$ cat src/rtl/uart_mmio_ctrl.sv
// UART memory-mapped controller: a 16-byte register window that feeds a TX FIFO
// and a small start/wait FSM toward a UART TX core. It also buffers one RX byte
// from a UART RX core and raises a level interrupt.
module uart_mmio_ctrl #(
   parameter logic [31:0] BASE_ADDR = 32'h0000_0100,
   parameter int          TX_DEPTH  = 4
) (
   input  logic        clk,
   input  logic        rst,
   input  logic [31:0] mem_addr,
   input  logic [31:0] mem_wdata,
   input  logic        mem_we,
   input  logic        mem_re,
   output logic [31:0] mem_rdata,
   output logic        tx_start,
   output logic [7:0]  tx_data,
   input  logic        tx_done,
   input  logic [7:0]  rx_data,
   input  logic        rx_done,
   output logic        irq
);

   localparam int            PW      = (TX_DEPTH > 1) ? $clog2(TX_DEPTH) : 1;
   localparam logic [PW:0]   DEPTH_C = TX_DEPTH[PW:0];

   typedef enum logic [1:0] {IDLE, START, WAIT} tx_state_e;

   tx_state_e       state_q;
   logic [7:0]      fifo_q [TX_DEPTH];
   logic [PW-1:0]   wr_ptr_q, rd_ptr_q;
   logic [PW:0]     count_q, count_d;
   logic            tx_start_q;
   logic [7:0]      tx_data_q;
   logic [31:0]     rdata_q, rdata_d;
   logic            irq_q;
   logic [7:0]      rx_byte_q;
   logic            rx_valid_q, rx_ovr_q, tx_ovf_q;
   logic            rx_ie_q, tx_ie_q;

   logic            hit, wr_tx, rd_rx, rd_stat, wr_ctrl;
   logic            push, pop, tx_full, tx_busy;
   logic [1:0]      off;

   // Byte-lane bits and upper store bits are deliberately don't-care.
   logic unused_ok;
   assign unused_ok = ^{mem_addr[1:0], mem_wdata[31:8]};

   assign hit     = (mem_addr[31:4] == BASE_ADDR[31:4]);
   assign off     = mem_addr[3:2];
   assign wr_tx   = mem_we & hit & (off == 2'd0);
   assign rd_rx   = mem_re & hit & (off == 2'd1);
   assign rd_stat = mem_re & hit & (off == 2'd2);
   assign wr_ctrl = mem_we & hit & (off == 2'd3);

   // Full is judged on the pre-pop count, so a push when full is dropped even
   // if the FSM pops in the same cycle.
   assign tx_full = (count_q == DEPTH_C);
   assign tx_busy = (state_q != IDLE) | (count_q != '0);
   assign push    = wr_tx & ~tx_full;
   assign pop     = (state_q == IDLE) & (count_q != '0);

   // Occupancy next-state: simultaneous push and pop cancel.
   always_comb begin
      count_d = count_q;
      case ({push, pop})
         2'b10:   count_d = count_q + 1'b1;
         2'b01:   count_d = count_q - 1'b1;
         default: count_d = count_q;
      endcase
   end

   // Load mux; reflects state before any same-cycle store.
   always_comb begin
      rdata_d = 32'h0;
      if (hit) begin
         case (off)
            2'd1:    rdata_d = {24'h0, rx_byte_q};
            2'd2:    rdata_d = {27'h0, tx_ovf_q, rx_ovr_q, rx_valid_q, tx_full, tx_busy};
            2'd3:    rdata_d = {30'h0, tx_ie_q, rx_ie_q};
            default: rdata_d = 32'h0;
         endcase
      end
   end

   // FIFO storage; contents are don't-care while the entry is not counted.
   always_ff @(posedge clk) begin
      if (push) fifo_q[wr_ptr_q] <= mem_wdata[7:0];
   end

   // FIFO pointers and count; power-of-two depth makes pointers wrap naturally.
   always_ff @(posedge clk) begin
      if (rst) begin
         wr_ptr_q <= '0;
         rd_ptr_q <= '0;
         count_q  <= '0;
      end else begin
         if (push) wr_ptr_q <= wr_ptr_q + 1'b1;
         if (pop)  rd_ptr_q <= rd_ptr_q + 1'b1;
         count_q <= count_d;
      end
   end

   // TX FSM: pop the head into tx_data, pulse tx_start for one cycle, then wait for done.
   always_ff @(posedge clk) begin
      if (rst) begin
         state_q    <= IDLE;
         tx_start_q <= 1'b0;
         tx_data_q  <= 8'h0;
      end else begin
         case (state_q)
            IDLE: begin
               tx_start_q <= 1'b0;
               if (count_q != '0) begin
                  state_q    <= START;
                  tx_data_q  <= fifo_q[rd_ptr_q];
                  tx_start_q <= 1'b1;
               end
            end
            START: begin
               tx_start_q <= 1'b0;
               state_q    <= WAIT;
            end
            WAIT: begin
               tx_start_q <= 1'b0;
               if (tx_done) state_q <= IDLE;
            end
            default: begin
               tx_start_q <= 1'b0;
               state_q    <= IDLE;
            end
         endcase
      end
   end

   // RX holding register, sticky error flags and interrupt enables; a flag
   // being set wins over a STATUS read clearing it in the same cycle.
   always_ff @(posedge clk) begin
      if (rst) begin
         rx_byte_q  <= 8'h0;
         rx_valid_q <= 1'b0;
         rx_ovr_q   <= 1'b0;
         tx_ovf_q   <= 1'b0;
         rx_ie_q    <= 1'b0;
         tx_ie_q    <= 1'b0;
      end else begin
         if (rd_stat) begin
            rx_ovr_q <= 1'b0;
            tx_ovf_q <= 1'b0;
         end
         if (wr_tx & tx_full) tx_ovf_q <= 1'b1;
         if (rx_done) begin
            rx_byte_q  <= rx_data;
            rx_valid_q <= 1'b1;
            if (rx_valid_q & ~rd_rx) rx_ovr_q <= 1'b1;
         end else if (rd_rx) begin
            rx_valid_q <= 1'b0;
         end
         if (wr_ctrl) begin
            rx_ie_q <= mem_wdata[0];
            tx_ie_q <= mem_wdata[1];
         end
      end
   end

   // Registered load data and interrupt.
   always_ff @(posedge clk) begin
      if (rst) begin
         rdata_q <= 32'h0;
         irq_q   <= 1'b0;
      end else begin
         if (mem_re) rdata_q <= rdata_d;
         irq_q <= (rx_ie_q & rx_valid_q) | (tx_ie_q & ~tx_busy);
      end
   end

   assign mem_rdata = rdata_q;
   assign tx_start  = tx_start_q;
   assign tx_data   = tx_data_q;
   assign irq       = irq_q;

endmodule

$ cat config.mk
export PLATFORM = sky130hd
export DESIGN_NAME = uart_mmio_ctrl
export DESIGN_NICKNAME = d
export VERILOG_FILES = /design/src/rtl/uart_mmio_ctrl.sv
export SDC_FILE = /design/constraint.sdc
export NUM_CORES = 1
export LEC_CHECK = 0
export CORE_UTILIZATION = 41
export DETAILED_ROUTE_END_ITERATION = 16
export HOLD_SLACK_MARGIN = 0.15
export PLACE_DENSITY = 0.82
export SYNTH_ARGS = -nofsm -noshare
export SYNTH_HDL_FRONTEND = slang
export SYNTH_SLANG_ARGS = --single-unit
export TNS_END_PERCENT = 1
$ cat constraint.sdc
create_clock -name clk -period 3.1 [get_ports clk]
set_input_delay 0.465 -clock clk [delete_from_list [all_inputs] [get_ports clk]]
set_output_delay 0.465 -clock clk [all_outputs]
set_load 0.01 [all_outputs]
-- Word-level counts from Yosys, hierarchy flattened
Memory sizes are Yosys's and may differ from the RTL's. A register that Yosys moved wholly into a read port is not among the register bits.
Cells that the tools add are included.
- register bits after elaboration: 56
- bits in writable memories: 32
- bits of input ports: 78
- output and inout bits: 42
- word-level logic and storage cells: 73
- memories kept: 1
- add/subtract/negate cells: 4
- equality and inequality tests: 11
- multiplexer cells: 16
- bitwise operators: 18
- reduce and logical (&&, ||, !) cells: 10
- memory list (name ; words ; width ; rd ports ; clocked after Yosys merged registers in ; wr ports ; line ; RTL):
    fifo_q ; 4 ; 8 ; 1 ; 1 ; 1 ; 29 ; logic [7:0] fifo_q [TX_DEPTH];
- operators by type and width (operator ; count):
    28-bit by 5-bit equality test with 1-bit output (second input constant) ; 1
    8-bit case mux with 3 select lines ; 1
    1-bit AND ; 12
    1-bit two-way mux ; 10
    2-bit equality test (second input constant) ; 4
    8-bit two-way mux ; 1
    2-bit nonzero test ; 4
    2-bit by 1-bit equality test with 1-bit output (second input constant) ; 3
    2-bit case mux with 3 select lines ; 1
    3-bit case mux with 2 select lines ; 1
    2-bit by 1-bit adder with 2-bit output (second input constant) ; 2
    2-bit zero test ; 2
    2-bit two-way mux ; 2
    2-bit inequality test (second input constant) ; 2
    1-bit inverter ; 4
    2-bit AND reduction ; 2
    3-bit by 1-bit adder with 3-bit output (second input constant) ; 1
    3-bit equality test (second input constant) ; 1
    3-bit nonzero test ; 1
    3-bit by 1-bit subtractor with 3-bit output (second input constant) ; 1
    1-bit bitwise OR ; 2
    2-bit OR reduction ; 1

-- Logic depth before layout (Yosys ltp)
Gate-level depths: netlist (run 1).
- depth after elaboration: 7
- mapped depth: 11
- depth with buffers taken out: 10

-- Worst setup path after synthesis (run 1)
No wires, ideal clock.
- kind: input port to flip-flop
- start: in mem_addr[8]
- end: reg count_q[2]
- arrival: 2.268 ns
- required time: 3.030 ns
- path slack: 0.761 ns
- stages: 11
- buffers on the path: 1
- path through: nor4b_2 -> and4_1 -> and4_4 -> buf_6 -> inv_2 -> ha_1 -> inv_1 -> fa_1 -> xor2_1 -> or3_1 -> a21oi_1
- longest elaborated chain between the ends: 6
- elaborated cells between the ends (all ways): 8
- RTL lines (what ; line ; RTL):
    from (decl) ; 10 ; input logic [31:0] mem_addr,
    28-bit by 5-bit equality test with 1-bit output (*) ; 48 ; assign hit = (mem_addr[31:4] == BASE_ADDR[31:4]);
    1-bit AND (*) (2 in series) ; 50 ; assign wr_tx = mem_we & hit & (off == 2'd0);
    1-bit AND (*) ; 59 ; assign push = wr_tx & ~tx_full;
    2-bit by 1-bit equality test with 1-bit output / 2-bit equality test (equally long branches) ; 65 ; case ({push, pop})
    3-bit case mux with 2 select lines / 2-bit nonzero test (equally long branches) ; -- ;
    to (signal assigned) ; 99 ; count_q <= count_d;
    to (decl) ; 31 ; logic [PW:0] count_q, count_d;
Every way passes the cells marked *; elsewhere a longest branch is shown, timed or not.
A chain may end at the register's enable or synchronous reset.

-- Worst setup path after layout (run 1)
- start: in mem_addr[5]
- end: reg count_q[2]
The elaborated chain is that of the path after synthesis.

==> flow_metrics.py, run 1 <==
metrics = {
    "synthesis": {
        "synth_edf_count": 32,
        "synth_xor_area_share_pct": 1.10,
        "synthAdderAreaFrac_pct": 2.59,
        "synth_top_family_by_area": "simple AND/OR/NAND/NOR gates",
        "synth_common_cells": "40 x dfxtp_1, 32 x edfxtp_1, 26 x nand2_1",
        "synthMuxAreaShare_pct": 9.89,
        "async_reset_ff_share_pct": 0,
        "synth_area_sq_um": 3190,
        "seq_area_frac_synth_pct": 55.2,
        "synthSimpleGateAreaFrac_pct": 15.9,
        "yosysTopAreaCellShare_pct": 30.1,
        "synthCells": 277,
        "synthTopCellsByArea": "edfxtp_1 30%, dfxtp_1 25%, buf_4 5.9%",
        "synthDistinctLibCells": 48,
        "ys_warn_count": 0,
        "ys.flop_type": "dfxtp_1",
        "synth_area_leader_cell": "edfxtp_1",
        "synth_seq_cells": 72,
        "synth_compound_area_share_pct": 6.55,
        "synth_most_common_cell": "dfxtp_1",
        "synth_area_per_cell_sq_um": 11.5,
    },
    "route": {
        "wire_per_inst_microns": 14.0,
        "wirelength_microns": 6300,
        "via_per_inst": 4.98,
        "drtIter0Drc": 120,
        "drc_errors": 0,
        "vias": 2247,
        "detail-route-antenna-nets": 0,
        "dr.pass1.iters": 4,
    },
    "global_routing": {
        "grt_start_max_net_pins": 33,
        "track_usage_pct": 16.7,
        "grt_overflow": 0,
        "grt_use_met2_pct": 27.6,
        "antenna_found_initial": 0,
        "use_met1_pct": 20.1,
        "grt_pass1_wl_microns": 10600,
        "use_met3_pct": 4.15,
        "busiest_layer": "met2",
        "grt_pass1_vias": 2250,
    },
    "floorplan": {
        "chipWidth_microns": 90.2,
        "dieArea_sq_um": 8140,
        "die_y_microns": 90.2,
        "core-area_sq_um": 7370,
        "num_rows": 31,
        "ios": 120,
        "start_util_pct": 43.3,
    },
    "finish": {
        "drive_gt1_share_pct": 9.38,
        "diodes": 0,
        "seqCellArea_sq_um": 1760,
        "multi_input_area_sq_um": 1240,
        "areaGrowthSynthToFinish_pct": 28.5,
        "fillerInstances": 610,
        "num-nets-final": 431,
    },
    "setup_path": {
        "cp_max_fo": 7,
        "cp-end-kind": "flop",
        "required_ps": 3370,
        "crit_start": "mem_addr[5]",
        "crit_arrival_ps": 2790,
        "worstSetupPathType": "input port to flop",
        "r2r_start": "count_q[0]",
        "startpoint_type": "input port",
    },
    "min_path": {
        "hp-class": "flop to flop",
        "hold_start": "tx_data[4]",
    },
    "sta": {
        "clock.fmax_ghz": 0.398,
        "post-route-period-util_pct": 81.1,
        "fin_skew_ps": 10.5,
        "period_minus_slack_ps": 2510,
        "slew_violations": 0,
        "setup_tns_ps": 0,
        "tightest_slew_ps": 591,
        "grt_setup_unrepaired": "no",
        "maxSlewHeadroom_pct": 60.5,
        "hold_viol_final": 0,
        "fin_ws_ps": 587,
        "setup_viol": 0,
    },
    "placed_design": {
        "dpl.hpwl_microns": 4450,
        "port_buffers": 69,
        "place.gp.congestion": 0.779,
        "post-place-ws_ps": 238,
    },
    "clocking": {
        "cts_tree": "done",
        "cts_buffer_depth": 2,
        "worstSkewPairLatency_ps": 350,
        "cts_resized": 0,
        "htree_levels": 3,
        "cts_sinks": 72,
        "cts_setup_buffers": 0,
        "cts_hold_buf": 0,
        "cts_buffers": 9,
        "path_clk_slew_ps": 80,
        "clock-root-buffer": "clkbuf_8",
    },
    "power_and_ir_drop": {
        "power.total_uw": 1930,
        "power.density_nw_per_um2": 470,
        "leakagePower_uw": 0.00147,
        "ir_drop_uv": 230,
    },
    "status": {
        "outcome": "complete, no violations",
    },
    "job": {
        "max_cap_viol_count": 0,
    },
}
kinds of logic after synthesis:
logic type | after synthesis
AND/OR/NAND/NOR | 96
flip-flops | 72
buffers and inverters | 45
AO/OA/AOI/OAI | 32
multiplexers | 21
adder cells (fa/ha/maj) | 6
XOR/XNOR | 4
other | 1
registers in the layout (all words and copies together), names as in the netlist:
name        count
wr_ptr_q        2
irq             1
rx_ie_q         1
tx_ovf_q        1
rx_ovr_q        1
mem_rdata       8
tx_data         8
tx_start        1
count_q         3
state_q         2
rx_valid_q      1
fifo_q         32
rd_ptr_q        2
rx_byte_q       8
tx_ie_q         1
stage by stage:
step                      cell area [sq um]  hold slack, ps  utilization [%]  std cells
after floorplan                        3280             441                -        300
after global placement                 3870             443             52.5        435
after detailed placement               3870             450             52.5        435
after CTS                              4100             461             55.6        451
after global routing                   4100             482             55.6        451
final                                  4100             454             55.6        451
metal layers:
layer	vias up	part of all wire [%]
met5	-	0
met2	92	49
met1	1064	42
met4	0	2.6
li1	1077	-
met3	14	6.2
where the power goes:
group          switching (uW)  internal, uW  leakage [uW]
Sequential               5.18           997      0.000612
Clock                     358           438      0.000112
Combinational            55.1          73.3      0.000746
Total                     419          1510       0.00147
worst max-delay path: stages:
cell,delay (ps)
clkdlybuf4s50_1,400
nor4_1,290
and4_1,270
and4_4,280
inv_2,50
ha_1,220
inv_1,80
fa_1,180
xor2_1,80
or3_1,320
a21oi_1,150
cells in the final DEF (no fill, tap or decap), types with 7 or more instances in the layout:
cell type and instances:
edfxtp_1 32, nand4_1 7, clkbuf_8 9, clkdlybuf4s50_1 69
conb_1 24, nor2_1 21, nand2_1 26, mux2i_1 12
mux4_2 8, a21oi_1 19, nand2b_1 9, dfxtp_1 40
final timing paths:
path | end | slack [ps] | cells after the start
hold reg to reg | tx_data[4] | 450 | 2
hold / removal | tx_data[4] | 450 | 2
setup / recovery | count_q[2] | 590 | 11
setup reg to reg | count_q[2] | 660 | 9
layout make-up:
type / instances / share of cell area, %
clock inverter: 4 / 0.702
tap: 99 / 3.02
clock buffer: 12 / 4.85
multi-input combinational: 183 / 30.2
timing repair buffer: 72 / 17.4
inverter: 9 / 0.824
sequential: 72 / 43.0
Note: power is estimated with default switching activity, not from simulation.
==> inputs of run 2 (changes only) <==
--- a/config.mk
+++ b/config.mk
@@ -5,10 +5,10 @@
 export SDC_FILE = /design/constraint.sdc
 export NUM_CORES = 1
 export LEC_CHECK = 0
-export CORE_UTILIZATION = 41
+export CORE_UTILIZATION = 40
 export DETAILED_ROUTE_END_ITERATION = 16
 export HOLD_SLACK_MARGIN = 0.15
-export PLACE_DENSITY = 0.82
+export PLACE_DENSITY = 0.84
 export SYNTH_ARGS = -nofsm -noshare
 export SYNTH_HDL_FRONTEND = slang
 export SYNTH_SLANG_ARGS = --single-unit
==> constraint.sdc (replaced) <==
create_clock -name clk -period 2.08 [get_ports clk]
set_input_delay 0.312 -clock clk [delete_from_list [all_inputs] [get_ports clk]]
set_output_delay 0.312 -clock clk [all_outputs]
set_load 0.01 [all_outputs]
==> run 2 against run 1 <==
  * The flow now finishes with violations (negative setup slack)
  * Die area is 2.5% higher
  * Sequential power up 49%
  * Non-clock buffer count rose by 27
  * Design area rose by 5.0%
  * Clock power increased by 21%
  * Final cell count increased by 6.7%
  * Clock skew decreased by 1.3 ps
  * Largest cell class unchanged
==> flow_metrics.py, run 2 (synthesis gave the netlist of run 1 again) <==
metrics = {
    "status": {
        "outcome": "complete, but fails checks",
        "violations": "negative setup slack",
    },
    "finish": {
        "largest_register": "fifo_q",
        "areaGrowthSynthToFinish_pct": 34.9,
        "drive_gt1_share_pct": 18.2,
        "fin_util_pct": 55.7,
        "diodes": 0,
        "num-nets-final": 458,
        "largest_reg_flops": 32,
        "final_common_cell": "clkdlybuf4s50_1",
        "final_area_sq_um": 4300,
        "fillerInstances": 623,
        "final_cell_mix": "67 x clkdlybuf4s50_1, 39 x dfxtp_1, 32 x edfxtp_1",
    },
    "floorplan": {
        "die_y_microns": 91.3,
        "start_util_pct": 41.3,
        "num_rows": 32,
        "chipWidth_microns": 91.3,
        "ios": 120,
        "dieArea_sq_um": 8330,
        "core-area_sq_um": 7730,
    },
    "sta": {
        "slew_violations": 0,
        "grt_setup_unrepaired": "yes",
        "period_minus_slack_ps": 2130,
        "fin_skew_ps": 9.21,
        "whs_ps": 455,
        "clock.fmax_ghz": 0.470,
        "fin_ws_ps": -45.5,
        "hold_viol_final": 0,
        "post-route-period-util_pct": 102,
        "setup_viol": 1,
    },
    "clocking": {
        "cts_hold_buf": 0,
        "worstSkewPairLatency_ps": 350,
        "cts_buffer_depth": 2,
        "htree_levels": 3,
        "clock-root-buffer": "clkbuf_8",
        "cts_tree": "done",
        "cts_sinks": 72,
        "path_clk_slew_ps": 80,
        "cts_buffers": 9,
    },
    "route": {
        "wire_per_inst_microns": 13.5,
        "via_per_inst": 4.92,
        "vias": 2368,
        "drtIter0Drc": 137,
        "dr.pass1.iters": 4,
        "detail-route-antenna-nets": 0,
        "wirelength_microns": 6490,
        "drc_errors": 0,
    },
    "min_path": {
        "hold_path_depth": 2,
        "hp-class": "flop to flop",
    },
    "power_and_ir_drop": {
        "p_comb_share_pct": 7.8,
        "seq_power_share_pct": 56.1,
        "leakagePower_uw": 0.00161,
        "pwr-share-clk_pct": 36.1,
        "power.density_nw_per_um2": 619,
        "internal-power_uw": 2060,
        "sw_frac_of_total_pct": 22.4,
        "p_sw_uw": 597,
        "ir_drop_uv": 372,
    },
    "placed_design": {
        "place.gp.congestion": 0.844,
        "port_buffers": 69,
        "placed_cell_area_sq_um": 4080,
        "post-place-ws_ps": -410,
        "dpl.hpwl_microns": 4840,
    },
    "setup_path": {
        "r2r_start": "count_q[1]",
        "r2r_slack_ps": -20,
        "required_ps": 2360,
        "r2r.worst_path.cells": 9,
        "crit_arrival_ps": 2410,
        "startpoint_type": "input port",
        "crit_path_end": "count_q[2]",
        "r2r_end": "count_q[2]",
        "cp_max_fo": 2,
        "cp-end-kind": "flop",
        "crit_start": "mem_addr[6]",
        "worstSetupPathType": "input port to flop",
    },
    "global_routing": {
        "grt_start_max_net_pins": 26,
        "grt_pass1_wl_microns": 10800,
        "grt_pass1_vias": 2249,
        "antenna_found_initial": 0,
        "track_usage_pct": 16.8,
        "grt_overflow": 0,
    },
    "job": {
        "max_cap_viol_count": 0,
    },
}
## run 2: cell types whose count changed in the layout (fill, tap and decap cells not counted), sizes merged
cell / delta
buf: +27
clkbuf: -1
clkdlybuf4s50: -2
clkinvlp: +2
dlymetal6s2s: +2
inv: -1
## run 2: worst min path at each step
stage | start | endpoint
2_1_floorplan | mem_wdata[0] | fifo_q[0][0]
3_3_place_gp | tx_data[7] | tx_data[7]
3_5_place_dp | tx_data[6] | tx_data[6]
4_1_cts | tx_data[6] | tx_data[6]
5_1_grt | tx_data[7] | tx_data[7]
6_report | tx_data[6] | tx_data[6]
## run 2: repair_timing
item | in CTS | in global routing
buffers inserted | 0 | 2
setup endpoints to repair | 1 | 2
pin swaps | 1 | 3
gates resized for setup | 4 | 5
## run 2: power by group through the flow
stage,logic (uW),registers [uW],clock network [uW]
finish,207,1490,961
global route,224,1490,1030
CTS,204,1490,979
detailed placement,203,1520,0
global placement,196,1520,0
floorplan,105,1520,0
## run 2: cell type report
class	instances	area, sq um	area share [%]
well taps	102	128	2.97
clock inverters	5	32.5	0.756
flip-flops and latches	72	1760	41.0
inverters	9	36.3	0.843
clock buffers	11	141	3.29
multi-input cells	183	1280	29.8
repair buffers	99	921	21.4
## run 2: worst max-delay path, cell delays in order
cell	delay [ps]
clkdlybuf4s50_1	430
nor4b_2	270
and4_1	240
and4_4	240
inv_4	40
ha_4	150
inv_2	50
fa_2	180
xor2_1	70
or3_1	310
a21oi_1	120
## run 2: metal layers
metal	global-route usage, %	vias up	share of wire (%)
li1	-	1133	-
met5	0	-	0
met3	3.43	15	4.4
met4	8.60	0	2.2
met2	27.7	91	51
met1	20.8	1129	43
## run 2: stage by stage
step	total power, uW	instances	setup TNS (ps)
final	2660	481	-45.5
after global routing	2750	481	-230
after CTS	2680	479	-27.7
after detailed placement	1730	463	-6050
after global placement	1720	463	-4540
after floorplan	1630	300	-79.2
